### config.mk
export PLATFORM = sky130hd
export DESIGN_NAME = fetch_unit
export DESIGN_NICKNAME = d
export VERILOG_FILES = /design/src/rtl/fetch_unit.sv
export SDC_FILE = /design/constraint.sdc
export NUM_CORES = 1
export LEC_CHECK = 0
export CORE_ASPECT_RATIO = 0.7
export CORE_UTILIZATION = 55
export CTS_CLUSTER_DIAMETER = 150
export DETAILED_ROUTE_END_ITERATION = 10
export GPL_TIMING_DRIVEN = 0
export PLACE_DENSITY_LB_ADDON = 0.25
export SYNTH_ARGS = -nofsm -noshare
export SYNTH_HDL_FRONTEND = slang
export SYNTH_SLANG_ARGS = --single-unit
### constraint.sdc
create_clock -name clk -period 12.7 [get_ports clk]
set_input_delay 1.905 -clock clk [delete_from_list [all_inputs] [get_ports clk]]
set_output_delay 1.905 -clock clk [all_outputs]
set_load 0.02 [all_outputs]
### src/rtl/fetch_unit.sv
// Instruction fetch stage: issues sequential word addresses to a 1-cycle
// instruction memory, holds the current word under stall, applies redirects.
// Ports: clk, rst (async, active-high); imem_addr/imem_rdata memory side;
//   stall, redirect_valid, redirect_pc from downstream; inst_valid, inst,
//   inst_pc, misalign (sticky), fetch_count (accepted instructions).
module fetch_unit #(
  parameter logic [31:0] RESET_PC = 32'h0000_0000,
  parameter logic [31:0] NOP_INSN = 32'h0000_0013
) (
  input  logic        clk,
  input  logic        rst,
  output logic [31:0] imem_addr,
  input  logic [31:0] imem_rdata,
  input  logic        stall,
  input  logic        redirect_valid,
  input  logic [31:0] redirect_pc,
  output logic        inst_valid,
  output logic [31:0] inst,
  output logic [31:0] inst_pc,
  output logic        misalign,
  output logic [31:0] fetch_count
);

  typedef enum logic {
    RUN,
    HOLD
  } state_t;

  state_t      state_q;
  logic [31:0] pc_q;
  logic        resp_valid_q;
  logic [31:0] resp_pc_q;
  logic [31:0] hold_q;
  logic [31:0] hold_pc_q;
  logic        misalign_q;
  logic [31:0] count_q;

  logic [31:0] redir_pc;
  logic        accept;
  logic        run_adv;
  logic        run_hold;
  logic        hold_rel;

  assign redir_pc = {redirect_pc[31:2], 2'b00};

  // The memory sees the redirect target in the same cycle, so the
  // target word is on imem_rdata one cycle later.
  assign imem_addr = rst            ? RESET_PC :
                     redirect_valid ? redir_pc : pc_q;

  always_comb begin
    inst_valid = 1'b0;
    inst       = imem_rdata;
    inst_pc    = resp_pc_q;
    if (state_q == HOLD) begin
      inst_valid = !redirect_valid;
      inst       = hold_q;
      inst_pc    = hold_pc_q;
    end else begin
      inst_valid = resp_valid_q && !redirect_valid;
    end
  end

  assign accept = inst_valid && !stall;

  assign run_adv  = (state_q == RUN) && !redirect_valid &&
                    (!stall || !resp_valid_q);
  assign run_hold = (state_q == RUN) && !redirect_valid &&
                    stall && resp_valid_q;
  assign hold_rel = (state_q == HOLD) && !redirect_valid && !stall;

  assign misalign    = misalign_q;
  assign fetch_count = count_q;

  always_ff @(posedge clk or posedge rst) begin
    if (rst) begin
      state_q      <= RUN;
      pc_q         <= RESET_PC;
      resp_valid_q <= 1'b0;
      resp_pc_q    <= RESET_PC;
      hold_q       <= NOP_INSN;
      hold_pc_q    <= RESET_PC;
      misalign_q   <= 1'b0;
      count_q      <= 32'd0;
    end else begin
      if (accept)
        count_q <= count_q + 32'd1;
      unique case (1'b1)
        redirect_valid: begin
          state_q      <= RUN;
          resp_valid_q <= 1'b1;
          resp_pc_q    <= redir_pc;
          pc_q         <= redir_pc + 32'd4;
          if (redirect_pc[1:0] != 2'b00)
            misalign_q <= 1'b1;
        end
        run_adv, hold_rel: begin
          state_q      <= RUN;
          resp_valid_q <= 1'b1;
          resp_pc_q    <= pc_q;
          pc_q         <= pc_q + 32'd4;
        end
        run_hold: begin
          // Capture the word now, because the memory moves on next edge.
          state_q      <= HOLD;
          hold_q       <= imem_rdata;
          hold_pc_q    <= resp_pc_q;
          resp_valid_q <= 1'b0;
        end
        default: ;
      endcase
    end
  end

endmodule

# Word-level counts from Yosys, hierarchy flattened

Cells that the tools add are included.

RAM bits: 0
Latch bits: 0
ROM bits: 0
Word-level logic and storage cells: 39
Output and inout port bits: 130
Flip-flop bits (word level): 163
Memories kept: 0
Input port bits: 68

Shift operators: 0
$add $sub $neg: 3
$mul: 0
Reductions and logical operators: 18
Muxes and demuxes: 9
Eq/ne operators: 0
Bitwise logic cells: 1
$lt $le $gt $ge: 0
Divide/modulo/power cells: 0

Operators with widths:

| cell                                          | count |
|---|---|
| two-way mux 32 bit                            | 4 |
| case mux 32 bit (2 select lines)              | 2 |
| adder 32 x 3 -> 32 bit, second input constant | 2 |
| adder 32 x 1 -> 32 bit, second input constant | 1 |
| logical AND 1 bit                             | 8 |
| nonzero test 2 bit                            | 3 |
| case mux 1 bit (2 select lines)               | 2 |
| logical NOT 1 bit                             | 3 |
| OR reduction 3 bit                            | 1 |
| AND reduction 2 bit                           | 1 |
| OR reduction 2 bit                            | 1 |
| logical OR 1 bit                              | 1 |
| two-way mux 1 bit                             | 1 |
| NOT 1 bit                                     | 1 |

# Longest topological paths before layout

Gate-level depths: netlist of run 1.

Word-level depth: 5
Depth in mapped cells: 14
Gate-level depth less buffers: 11

# Worst setup path before layout of run 1

No wires, ideal clock.

Path kind: input to output
From: in redirect_valid
To: out imem_addr[15]
Path buffers: 5
Arrival time: 3.630 ns
Path slack: 7.165 ns
Cell stages on the path: 7
Data required time: 10.795 ns
Path through: buf_2 -> buf_2 -> buf_1 -> clkbuf_1 -> clkbuf_1 -> nand2_1 -> a21oi_1

Longest elaborated chain between the ends: 2

Ends and longest elaborated chain:

| what               | RTL line | RTL |
|---|---|---|
| start, declared    | 15       | `input logic redirect_valid,` |
| two-way mux 32 bit | 49       | `redirect_valid ? redir_pc : pc_q;` |
| two-way mux 32 bit | 48       | `assign imem_addr = rst ? RESET_PC :` |
| end, declared      | 12       | `output logic [31:0] imem_addr,` |

No other way between the ends.

# Worst setup path in the final report of run 1

From: in redirect_valid
To: out inst_valid

Longest elaborated chain between the ends: 3

Ends and longest elaborated chain:

| what                | RTL line | RTL |
|---|---|---|
| logical NOT 1 bit * | 56, 60   |  |
| logical AND 1 bit   | 60       | `inst_valid = resp_valid_q && !redirect_valid;` |
| two-way mux 1 bit * | 55       | `if (state_q == HOLD) begin` |
| end, declared       | 17       | `output logic inst_valid,` |

Mark *: on every way between the ends. The rest lies on a longest branch, timed or not.

==> impl_metrics.ini, run 1 <==
[outcome]
outcome = finished, violations left
violations = design-rule violations

[sta]
finalHoldViolations = 0
whs_ns = 0.473
drv_slew = 0
setup_ws_ns = 4.88
max_slew_margin_pct = 35.7
setup_viol_count_final = 0
clock_skew_ns = 0.0113
min_period_ns = 7.82
setup-tns-final_ns = 0
fmaxAchievable_ghz = 0.128
fin_crit_sh_pct = 61.5
tightest_slew_ns = 0.964
rsz0062_at_grt = false

[critical_path]
crit_path_cell_trace = clkdlybuf4s50_1 > buf_2 > buf_2 > buf_1 > clkbuf_1 > buf_1 > clkbuf_1 > nor2_1 > clkdlybuf4s50_1
start_kind = input port
worstReg2RegEnd = pc_q[30]
cp_slowest_cell = clkdlybuf4s50_1
rrSetupSlack_ns = 8.58
crit_type = in -> out
critPathMaxFanout = 10
crit_path_end_kind = output pin
worstRegToRegCells = 14
path_delay_family = buffers and inverters
cp.arrival_ns = 5.91
max_stage_delay_ns = 0.64
cp_num_buf_inv = 8
worstPathRequired_ns = 10.80
rr_startpoint = resp_valid_q

[route]
met2_length_mm = 11.2
drt_iter0_markers = 721
vias_per_cell = 6.03
antenna_left = 0
wl_met1_mm = 11.2
top_layer_used = met4
num_vias = 7680
drc = 8
met3_wirelength_mm = 2.51
wl_per_cell_um = 19.8
wirelength_mm = 25.2
first_pass_iters = 11

[synth]
synth_top_cell_by_area = dfrtp_1
ys_seq_area_share_pct = 45.0
ys_types = 51
synth-seq-cells = 157
ys_warn_count = 0
yosysTopAreaCellShare_pct = 44.1
synth_edf_count = 0
synth_area_mm2 = 0.00874
synth_area_leaders = dfrtp_1 (44%), mux2_2 (16%), mux2i_1 (5.3%), nand2_1 (5.1%), xnor2_1 (4.2%)
async_reset_ff_share_pct = 100
syn_inst = 844
avgSynthCellArea_um2 = 10.4
synthFlopType = dfrtp_1

[die]
die_w_um = 153
ios = 198
dieArea_mm2 = 0.0164
core-area_mm2 = 0.0155
num_rows = 38
initial_core_util_pct = 56.4
die_y_um = 107

[power_and_ir_drop]
p_clk_share_pct = 34.3
leakage_nw = 4.77
power_density_mw_per_mm2 = 136
p_int_w = 0.00108
ir_drop_mv = 0.105
seqPwrFrac_pct = 40.7
p_switching_w = 0.000489
p_sw_share_pct = 31.1
p_total_w = 0.00157
comb_power_share_pct = 24.9

[cts]
clockBufferDepth = 2
postCtsSetupRepairBufs = 0
clock_latency_ns = 0.43
clock_sinks = 157
cts_resized = 0
cts_tree = done
htree_levels = 4
path_clk_slew_ns = 0.07
clockRootBuffer = clkbuf_16
ctsHoldBuffers = 0
cts_buffers = 17

[layout]
final_area_mm2 = 0.0116
syn2layout_area_growth_pct = 32.5
layout_commonest_cell = clkdlybuf4s50_1
diodes = 0
layout_common_cells = clkdlybuf4s50_1 (193), dfrtp_1 (154), mux2_2 (127)
finalNetCount = 1130
drive_gt1_share_pct = 16.9

[min_path]
hold_path_depth = 1
hold-path-endpoint = fetch_count[31]
hp-class = reg -> reg
hp-start = fetch_count[31]

[placement]
dp_hpwl_mm = 18.2
placed_area_mm2 = 0.0110
pre_cts_ws_ns = 5.09
port_buffers = 193
place_congestion = 0.984

[grt]
antenna_found_initial = 0
overflow = 0
grt_pass1_wl_mm = 39.9
grt_usage_pct = 31.1
grt_pass1_vias = 7483
grt_max_degree = 127

[job]
drv_cap = 0
==> final cells by class <==
class,count,area (um2)
buffer,55,233
clock buffer,18,439
clock inverter,14,176
fill,1138,3910
inverter,5,26.3
multi-input combinational,630,4570
sequential,157,3930
tap,200,250
timing repair buffer,194,1960
==> registers in the layout, summed over array words and instances (netlist names) <==
signal / count
fetch_count: 32
hold_pc_q: 30
hold_q: 32
misalign: 1
pc_q: 30
resp_pc_q: 30
resp_valid_q: 1
state_q: 1
==> logic make-up after synthesis <==
kind of cell,Yosys count,synth area share (%)
flip-flops,157,45.0
XOR/XNOR,80,8.01
AND/OR/NAND/NOR,250,13.7
buffers and inverters,60,2.88
multiplexers,173,21.6
adder cells (fa/ha/maj),2,0.286
AO/OA/AOI/OAI,121,8.47
other,1,0.0429
==> synth_stat cells (2+ instances only) <==
library cell / count
a211o_1: 2
o31a_1: 4
dfstp_2: 3
or4_1: 7
and3_1: 17
a222oi_1: 2
nand4_1: 16
nor2_1: 25
ha_1: 2
mux2_2: 127
o21ai_0: 40
a31oi_1: 3
dfrtp_1: 154
inv_1: 4
mux2i_1: 46
nand3_1: 29
o211ai_1: 6
buf_1: 7
xnor2_1: 42
o21ai_1: 3
xor2_1: 38
or3_1: 2
o22ai_1: 2
nor4_1: 5
buf_2: 9
nand2_1: 118
buf_4: 4
and2_1: 6
a21oi_1: 37
clkbuf_1: 35
o2111ai_1: 11
nor3_1: 11
and4_1: 8
a22oi_1: 2
==> worst max-delay path by stage <==
stage / start / cells after the start / to
global route: redirect_valid / 9 / inst_valid
floorplan: rst / 2 / fetch_count[0]
finish: redirect_valid / 9 / inst_valid
global placement: rst / 3 / hold_pc_q[12]
detailed placement: redirect_valid / 9 / inst_valid
CTS: redirect_valid / 9 / inst_valid
==> metrics by stage <==
step                utilization [%]  std cells
CTS                            74.8       1273
global route                   74.8       1273
detailed placement             70.8       1241
finish                         74.8       1273
global placement               70.6       1240
floorplan                         -        847
==> power groups by stage <==
stage               Sequential, W  Clock [W]  Combinational [W]
floorplan                0.000640          0           0.000224
global placement         0.000642          0           0.000380
detailed placement       0.000647          0           0.000389
CTS                      0.000638   0.000544           0.000392
global route             0.000651   0.000565           0.000418
finish                   0.000640   0.000539           0.000392
==> routing by layer <==
metal | GRT usage, % | vias to the layer above
li1 | - | 3457
met2 | 47.3 | 395
met3 | 7.93 | 42
met1 | 44.3 | 3786
met4 | 8.01 | 0
met5 | 0 | -
(Power assumes the default switching activity.)
==> run 2: changes to the inputs <==
--- a/config.mk
+++ b/config.mk
@@ -6,7 +6,7 @@
 export NUM_CORES = 1
 export LEC_CHECK = 0
 export CORE_ASPECT_RATIO = 0.7
-export CORE_UTILIZATION = 55
+export CORE_UTILIZATION = 51
 export CTS_CLUSTER_DIAMETER = 150
 export DETAILED_ROUTE_END_ITERATION = 10
 export GPL_TIMING_DRIVEN = 0
==> constraint.sdc (replaced) <==
create_clock -name clk -period 8.2 [get_ports clk]
set_input_delay 1.23 -clock clk [delete_from_list [all_inputs] [get_ports clk]]
set_output_delay 1.23 -clock clk [all_outputs]
set_load 0.02 [all_outputs]
==> impl_metrics.ini, run 2 (synthesis results as in run 1) <==
[critical_path]
crit_type = in -> out
cp_slowest_cell = clkdlybuf4s50_1
cp_num_buf_inv = 8
max_stage_delay_ns = 0.64
worstPathRequired_ns = 6.97
path_delay_family = buffers and inverters
cp.arrival_ns = 5.30
critPathMaxFanout = 10
crit_path_end_kind = output pin
start_kind = input port
crit_path_cell_trace = clkdlybuf4s50_1 > buf_2 > buf_2 > buf_1 > clkbuf_1 > buf_1 > clkbuf_1 > nor2_1 > clkdlybuf4s50_1

[sta]
setup_viol_count_final = 0
finalHoldViolations = 0
setup-tns-final_ns = 0
fmaxAchievable_ghz = 0.153
fin_crit_sh_pct = 79.6
max_slew_margin_pct = 19.1
min_period_ns = 6.53
tightest_slew_ns = 1.21
clock_skew_ns = 0.0102
setup_ws_ns = 1.67
rsz0062_at_grt = false
drv_slew = 0

[placement]
port_buffers = 193
dp_hpwl_mm = 18.1
place_congestion = 0.984
pre_cts_ws_ns = 1.89
placed_area_mm2 = 0.0110

[layout]
syn2layout_area_growth_pct = 32.6
multi_input_area_mm2 = 0.00457
final_area_mm2 = 0.0116
layout_commonest_cell = clkdlybuf4s50_1
drive_gt1_share_pct = 16.9
fill_cells = 1272
finalNetCount = 1130
layout_common_cells = clkdlybuf4s50_1 (193), dfrtp_1 (154), mux2_2 (127)
diodes = 0
final_util_pct = 70.1
regArea_mm2 = 0.00393

[die]
ios = 198
num_rows = 39
die_y_um = 112
dieArea_mm2 = 0.0177
core-area_mm2 = 0.0165
initial_core_util_pct = 52.9
die_w_um = 158

[cts]
cts_buffers = 17
path_clk_slew_ns = 0.07
postCtsSetupRepairBufs = 0
htree_levels = 4
clockRootBuffer = clkbuf_16
cts_resized = 0
clockBufferDepth = 2
clock_latency_ns = 0.43
cts_tree = done
ctsHoldBuffers = 0
clock_sinks = 157

[grt]
grt_pass1_wl_mm = 40.2
overflow = 0
grt_max_degree = 88
antenna_found_initial = 0
grt_usage_pct = 29.8
grt_pass1_vias = 7348

[route]
first_pass_iters = 6
antenna_left = 0
wl_per_cell_um = 19.7
drc = 0
wirelength_mm = 25.6
num_vias = 7533
vias_per_cell = 5.80
drt_iter0_markers = 760

[power_and_ir_drop]
power_density_mw_per_mm2 = 207
ir_drop_mv = 0.184
leakage_nw = 4.76
p_total_w = 0.00240

[outcome]
outcome = finished clean

[job]
drv_cap = 0

[min_path]
hp-class = reg -> reg
-- run 2: changes by cell type in the layout (fill, tap and decap cells not counted), sizes merged --
cell	previous run	this run
clkinv	3	4
inv	12	13
bufinv	2	1
clkinvlp	2	1
-- run 2: where the power goes --
part           switching, W  internal (W)  total, W
clock              0.000363      0.000439  0.000803
combinational      0.000298      0.000307  0.000605
sequential        0.0000913      0.000898  0.000989
total              0.000752       0.00164   0.00240
-- run 2: worst reg2reg max path, stage by stage (launching register included) --
cell and delay [ns]:
dfrtp_1 0.41, o21a_1 0.21, buf_2 0.18, clkbuf_1 0.25
nor2_1 0.55, nand2_1 0.12, nand2_1 0.11, ha_1 0.30
nand3_1 0.13, or4_1 0.50, a22o_1 0.26, buf_2 0.19
nor4_1 0.34, xnor2_1 0.16, mux2i_1 0.09
-- run 2: final cells by class --
type                    instances  share of cell area, %
clock buffers                  18                   3.79
repair buffers                194                   16.9
clock inverters                14                   1.28
inverters                       5                  0.227
well taps                     225                   2.43
plain buffers                  55                   2.01
flip-flops and latches        157                   33.9
multi-input cells             630                   39.4
-- run 2: metrics by stage --
step                      hold WS [ns]  cells
after global placement           0.450   1265
final                            0.481   1298
after global routing             0.512   1298
after detailed placement         0.468   1266
after CTS                        0.480   1298
after floorplan                  0.475    847
-- run 2: per-layer routing --
layer  vias to the layer above  track usage [%]  routed length, um
met5                         -                0                  0
met4                         0             6.15                241
met3                        32             7.59               2140
met2                       367             43.9              11100
met1                      3674             44.1              12000
li1                       3460                -                  -
-- run 2: worst paths after layout --
kind	from	endpoint	slack, ns	cells after the start
hold reg to reg	misalign	misalign	0.48	1
max in group asynchronous	rst	hold_q[0]	5.60	4
setup reg to reg	state_q	pc_q[30]	4.26	14
hold / removal	misalign	misalign	0.48	1
min in group asynchronous	rst	fetch_count[0]	1.75	3
setup / recovery	redirect_valid	inst_valid	1.67	9
